## config.mk

```make
export PLATFORM = sky130hd
export DESIGN_NAME = alu_result_tx_ctrl
export DESIGN_NICKNAME = d
export VERILOG_FILES = /design/src/rtl/alu_result_tx_ctrl_pkg.sv /design/src/rtl/alu_result_tx_ctrl_word_hold_slot.sv /design/src/rtl/alu_result_tx_ctrl.sv
export SDC_FILE = /design/constraint.sdc
export NUM_CORES = 1
export LEC_CHECK = 0
export ABC_AREA = 1
export CAP_MARGIN = 20
export CORE_MARGIN = 3
export CORE_UTILIZATION = 25
export DETAILED_ROUTE_END_ITERATION = 7
export PLACE_DENSITY = 0.42
export SETUP_SLACK_MARGIN = 0.4
export SYNTH_ARGS = -nofsm -noshare
export SYNTH_HDL_FRONTEND = slang
export SYNTH_HIERARCHICAL = 1
export SYNTH_SLANG_ARGS = --single-unit
```

## constraint.sdc

```tcl
create_clock -name CLK -period 2.47 [get_ports CLK]
set_input_delay 0.494 -clock CLK [delete_from_list [all_inputs] [get_ports CLK]]
set_output_delay 0.494 -clock CLK [all_outputs]
set_load 0.01 [all_outputs]
```

## src/rtl/alu_result_tx_ctrl_pkg.sv

```systemverilog
// alu_result_tx_ctrl_pkg: shared widths and FSM encoding for the ALU result TX path
package alu_result_tx_ctrl_pkg;
   localparam int DATA_W_DEF = 8;
   localparam int WORD_W_DEF = 16;
   typedef enum logic [1:0] {
      IDLE    = 2'd0,
      SEND_B0 = 2'd1,
      SEND_B1 = 2'd2
   } state_t;
endpackage

```

## src/rtl/alu_result_tx_ctrl_word_hold_slot.sv

```systemverilog
// word_hold_slot: one word register with a valid flag; load wins over clear
module word_hold_slot #(
   parameter int W = 16
) (
   input  logic         CLK,
   input  logic         RST,
   input  logic         LOAD,
   input  logic         CLR,
   input  logic [W-1:0] D,
   output logic [W-1:0] Q,
   output logic         VALID
);
   // hold the word until reloaded; clearing only drops the valid flag
   always_ff @(posedge CLK) begin
      if (RST) begin
         Q     <= '0;
         VALID <= 1'b0;
      end else if (LOAD) begin
         Q     <= D;
         VALID <= 1'b1;
      end else if (CLR) begin
         VALID <= 1'b0;
      end
   end
endmodule

```

## src/rtl/alu_result_tx_ctrl.sv

```systemverilog
// alu_result_tx_ctrl: capture ALU results and send each as two bytes over valid/ready
module alu_result_tx_ctrl
   import alu_result_tx_ctrl_pkg::*;
#(
   parameter int DATA_W    = DATA_W_DEF,
   parameter int WORD_W    = WORD_W_DEF,
   parameter int LSB_FIRST = 1
) (
   input  logic              CLK,
   input  logic              RST,
   input  logic [WORD_W-1:0] ALU_OUT,
   input  logic              OUT_VALID,
   output logic [DATA_W-1:0] TX_DATA,
   output logic              TX_VALID,
   input  logic              TX_READY,
   output logic              BUSY,
   output logic              DROP
);
   localparam bit LSB = LSB_FIRST != 0;
   state_t state, state_nxt;
   logic hs, done, act_load, act_clr, pend_load, pend_clr, drop_nxt, busy_nxt;
   logic act_v, pend_v;
   logic [WORD_W-1:0] act_d, act_q, pend_q;
   logic [DATA_W-1:0] lo_byte, hi_byte;

   word_hold_slot #(.W(WORD_W)) u_act (
      .CLK(CLK), .RST(RST), .LOAD(act_load), .CLR(act_clr),
      .D(act_d), .Q(act_q), .VALID(act_v)
   );

   word_hold_slot #(.W(WORD_W)) u_pend (
      .CLK(CLK), .RST(RST), .LOAD(pend_load), .CLR(pend_clr),
      .D(ALU_OUT), .Q(pend_q), .VALID(pend_v)
   );

   assign hs      = TX_VALID && TX_READY;
   assign lo_byte = act_q[DATA_W-1:0];
   assign hi_byte = act_q[WORD_W-1:DATA_W];

   // state, busy and drop all update together on the clock edge
   always_ff @(posedge CLK) begin
      if (RST) begin
         state <= IDLE;
         BUSY  <= 1'b0;
         DROP  <= 1'b0;
      end else begin
         state <= state_nxt;
         BUSY  <= busy_nxt;
         DROP  <= drop_nxt;
      end
   end

   // slot control and next state; on word completion the pending word (else a new result) refills ACT
   always_comb begin
      done      = state == SEND_B1 && hs;
      act_load  = (state == IDLE && OUT_VALID) || (done && (pend_v || OUT_VALID));
      act_d     = (done && pend_v) ? pend_q : ALU_OUT;
      act_clr   = done && !pend_v && !OUT_VALID;
      pend_clr  = done && pend_v;
      pend_load = OUT_VALID && state != IDLE && (done ? pend_v : !pend_v);
      drop_nxt  = OUT_VALID && state != IDLE && pend_v && !done;
      state_nxt = state == IDLE    ? (OUT_VALID ? SEND_B0 : IDLE) :
                  state == SEND_B0 ? (hs ? SEND_B1 : SEND_B0) :
                  state == SEND_B1 ? (done ? (act_load ? SEND_B0 : IDLE) : SEND_B1) : IDLE;
      busy_nxt  = state_nxt != IDLE || pend_load || (pend_v && !pend_clr);
   end

   // byte mux: first byte in SEND_B0, the other in SEND_B1, zero when idle
   always_comb begin
      TX_VALID = state != IDLE && act_v;
      TX_DATA  = !TX_VALID ? '0 : ((state == SEND_B0) == LSB) ? lo_byte : hi_byte;
   end
endmodule

```

==> results.ini <==
[timing]
hold_viol_final=0
grt_setup_unrepaired=yes
max_freq_ghz=0.510
drv_slew=0
clock_skew_ps=7.20
fin_tns_setup_ps=0
fin_ws_ps=507
fin_crit_ps=1960
tightest_slew_ps=428
final-setup-viol-count=0
slew_headroom=0.714
finalCritPeriodShare=0.795

[synth]
synth-compound-area-share=0.131
synthesis.nets=252
ys_types=19
seq_area_frac_synth=0.437
synthTopCellsByArea=dfxtp_1 (44%), nor2_1 (14%), mux2_2 (10%)
synth_top_family_by_area=simple AND/OR/NAND/NOR gates
synth_fa_ha_area_frac=0.0216
synth_warnings=6
yosysTopAreaCell=dfxtp_1
synthCells=229
synthMuxAreaShare=0.104
synth_area_mm2=0.00174
synth_simple_gate_area_frac=0.235
ys_seq_elements=38
yosysTopAreaCellShare=0.437
synthXorXnorAreaFrac=0
syn_avg_cell_area_um2=7.60

[floorplan]
ioPinCount=31
initial_utilization=0.266
coreArea_mm2=0.00653
dieArea_mm2=0.00800
die_w_um=89.4
dieHeight_um=89.4
rows=29

[finish]
drive_gt1_frac=0.173
area_delta_synth_final_pct=29.8
diodes=0
nets=288
finalNonFillerCells=343

[global_route]
grt_overflow=0
grt_max_degree=18
grt_pass1_wl_um=7510
grtUsageTotal=0.123
grt_pass1_vias=1532
antenna_found_initial=0

[clock_network]
clk_pin_slew_ps=80
cts_max_level=2
clk_latency_ps=290
cts_tree=done
clock-root-buffer=clkbuf_8
cts_max_path_buffers=2
holdBufCountCts=0
clock-sinks=38
cts_inserted_buffers=5

[drt]
route.detailed.drc=0
detail-route-antenna-nets=0
wl_per_cell_um=12.6
wl_um=4340
vias=1521
drt-initial-drc-count=53
via_per_inst=4.43
dr.pass1.iters=4

[hold_path]
min_path_cells=2
hold_path.class=reg2reg

[setup_path]
r2r_cells=8
timing.reg2reg.setup_slack_ps=760
critPathTopFamily=buffers and inverters
worstReg2RegStart=state[0]
critPathMaxStageDelay_ps=370
arrival_ps=1470
crit_slowest_cell=dfxtp_1
endpoint_kind=primary output
critPathMaxFanout=4
cp-start-kind=flip-flop
criticalPathCategory=reg2out
crit_path_start=state[0]
path_cells=inv_2 > nor2_4 > buf_4 > nand2_1 > a21oi_1 > dlygate4sd2_1
required_ps=1980
crit_cells=6
path_buf_inv=3
crit_end=TX_DATA[4]
r2r_end=u_act/Q[11]

[placement]
io_buffers=30
place.gp.congestion=0.744
dpl_worst_slack_ps=171
dpl.hpwl_um=3120
dp_cells=332

[pwr]
power_density_mw_per_mm2=609
swShare=0.252
power.share.clock=0.362
p_seq_frac=0.497
pwr-share-comb=0.140
vdd_drop_max_mv=0.225
leakage_nw=0.974
cellInternalPower_mw=1.03
p_sw_uw=346

[run_status]
status=completed

[run]
cap_violations=0

## cell families after synthesis
kind of cell | Yosys count
buffers and inverters | 26
AOI/OAI and AO/OA | 44
and+or+nand+nor | 102
DFF | 38
muxes | 16
adders and majority gates | 3
## per-stage QoR
step                power [mW]  utilization  instance area (µm²)  hold slack, ps
floorplan                0.809            -                 1740             447
global placement         0.890        0.325                 2120             471
finish                    1.38        0.346                 2260             480
detailed placement       0.887        0.325                 2120             466
global route              1.46        0.346                 2260             503
CTS                       1.40        0.345                 2250             487
## worst min-delay path by stage
stage / endpoint / slack (ps) / from
after floorplan: u_pend/Q[8] / 450 / u_pend/Q[8]
after detailed placement: u_pend/Q[8] / 470 / u_pend/Q[8]
after global placement: u_act/Q[8] / 470 / u_act/Q[8]
final: u_pend/Q[8] / 480 / u_pend/Q[8]
after CTS: u_pend/Q[8] / 490 / u_pend/Q[8]
after global routing: u_pend/Q[8] / 500 / u_pend/Q[8]
## layout make-up
cell class                 instances  area, µm²
fill                             721       4270
multi-input combinational        166        870
sequential                        38        764
timing repair buffer              36        347
clock buffer                       8        110
tap                               77       96.3
inverter                          18       72.6
## state kept, by name, summed over array words and instances (netlist names)
register	count
u_act/Q	16
u_pend/Q	16
state	2
BUSY	1
DROP	1
u_act/VALID	1
u_pend/VALID	1
## cell usage in the layout, fill, tap and decap left out, types with 3 or more instances in the layout
cell type | Yosys | layout
ha_1 | 3 | 3
clkbuf_8 | 0 | 8
mux2_2 | 16 | 16
nor2_1 | 67 | 67
a21oi_1 | 8 | 7
o21ai_1 | 3 | 4
inv_1 | 13 | 12
clkdlybuf4s50_1 | 0 | 22
buf_4 | 2 | 4
dfxtp_1 | 38 | 37
o21ai_0 | 31 | 30
inv_2 | 5 | 4
nand3_1 | 3 | 3
a21oi_2 | 2 | 3
nor2_4 | 2 | 3
nand2_1 | 27 | 27
dlygate4sd2_1 | 0 | 4
## synthesized netlist by cell type
master,instances
nand3_1,3
a21oi_2,2
nor2_1,67
inv_1,13
nand4_1,1
nor2_4,2
ha_1,3
buf_2,4
o21ai_1,3
dfxtp_1,38
nor4_1,1
buf_4,2
buf_6,2
nand2_1,27
o21ai_0,31
inv_2,5
or2_2,1
mux2_2,16
a21oi_1,8
## layer usage
layer / vias to the layer above / wire (µm) / track usage
met5: - / 0 / 0
met4: 0 / 61 / 0.0406
met3: 7 / 180 / 0.0286
met2: 25 / 2010 / 0.196
met1: 676 / 2080 / 0.164
li1: 813 / - / -
## power by group through the flow
stage | Clock [mW] | Sequential [mW] | Combinational [mW]
after global routing | 0.546 | 0.691 | 0.224
after detailed placement | 0 | 0.700 | 0.187
after global placement | 0 | 0.701 | 0.188
after floorplan | 0 | 0.693 | 0.116
after CTS | 0.521 | 0.685 | 0.195
final | 0.499 | 0.685 | 0.193
## worst reg2reg max path, delay by kind of cell, from the launching register on
kind                     cells  cell delay, ps
buffers and inverters        3             380
multiplexers                 1             360
flip-flops                   1             340
AND/OR/NAND/NOR              3             330
adder cells (fa/ha/maj)      1             190
## repair_timing
action | in CTS | in global routing
pin swaps | 2 | 1
cloned | 1 | 0
setup buffers | 2 | 0
setup endpoints to repair | 8 | 26
resized for setup | 12 | 12
(Power assumes the default switching activity.)
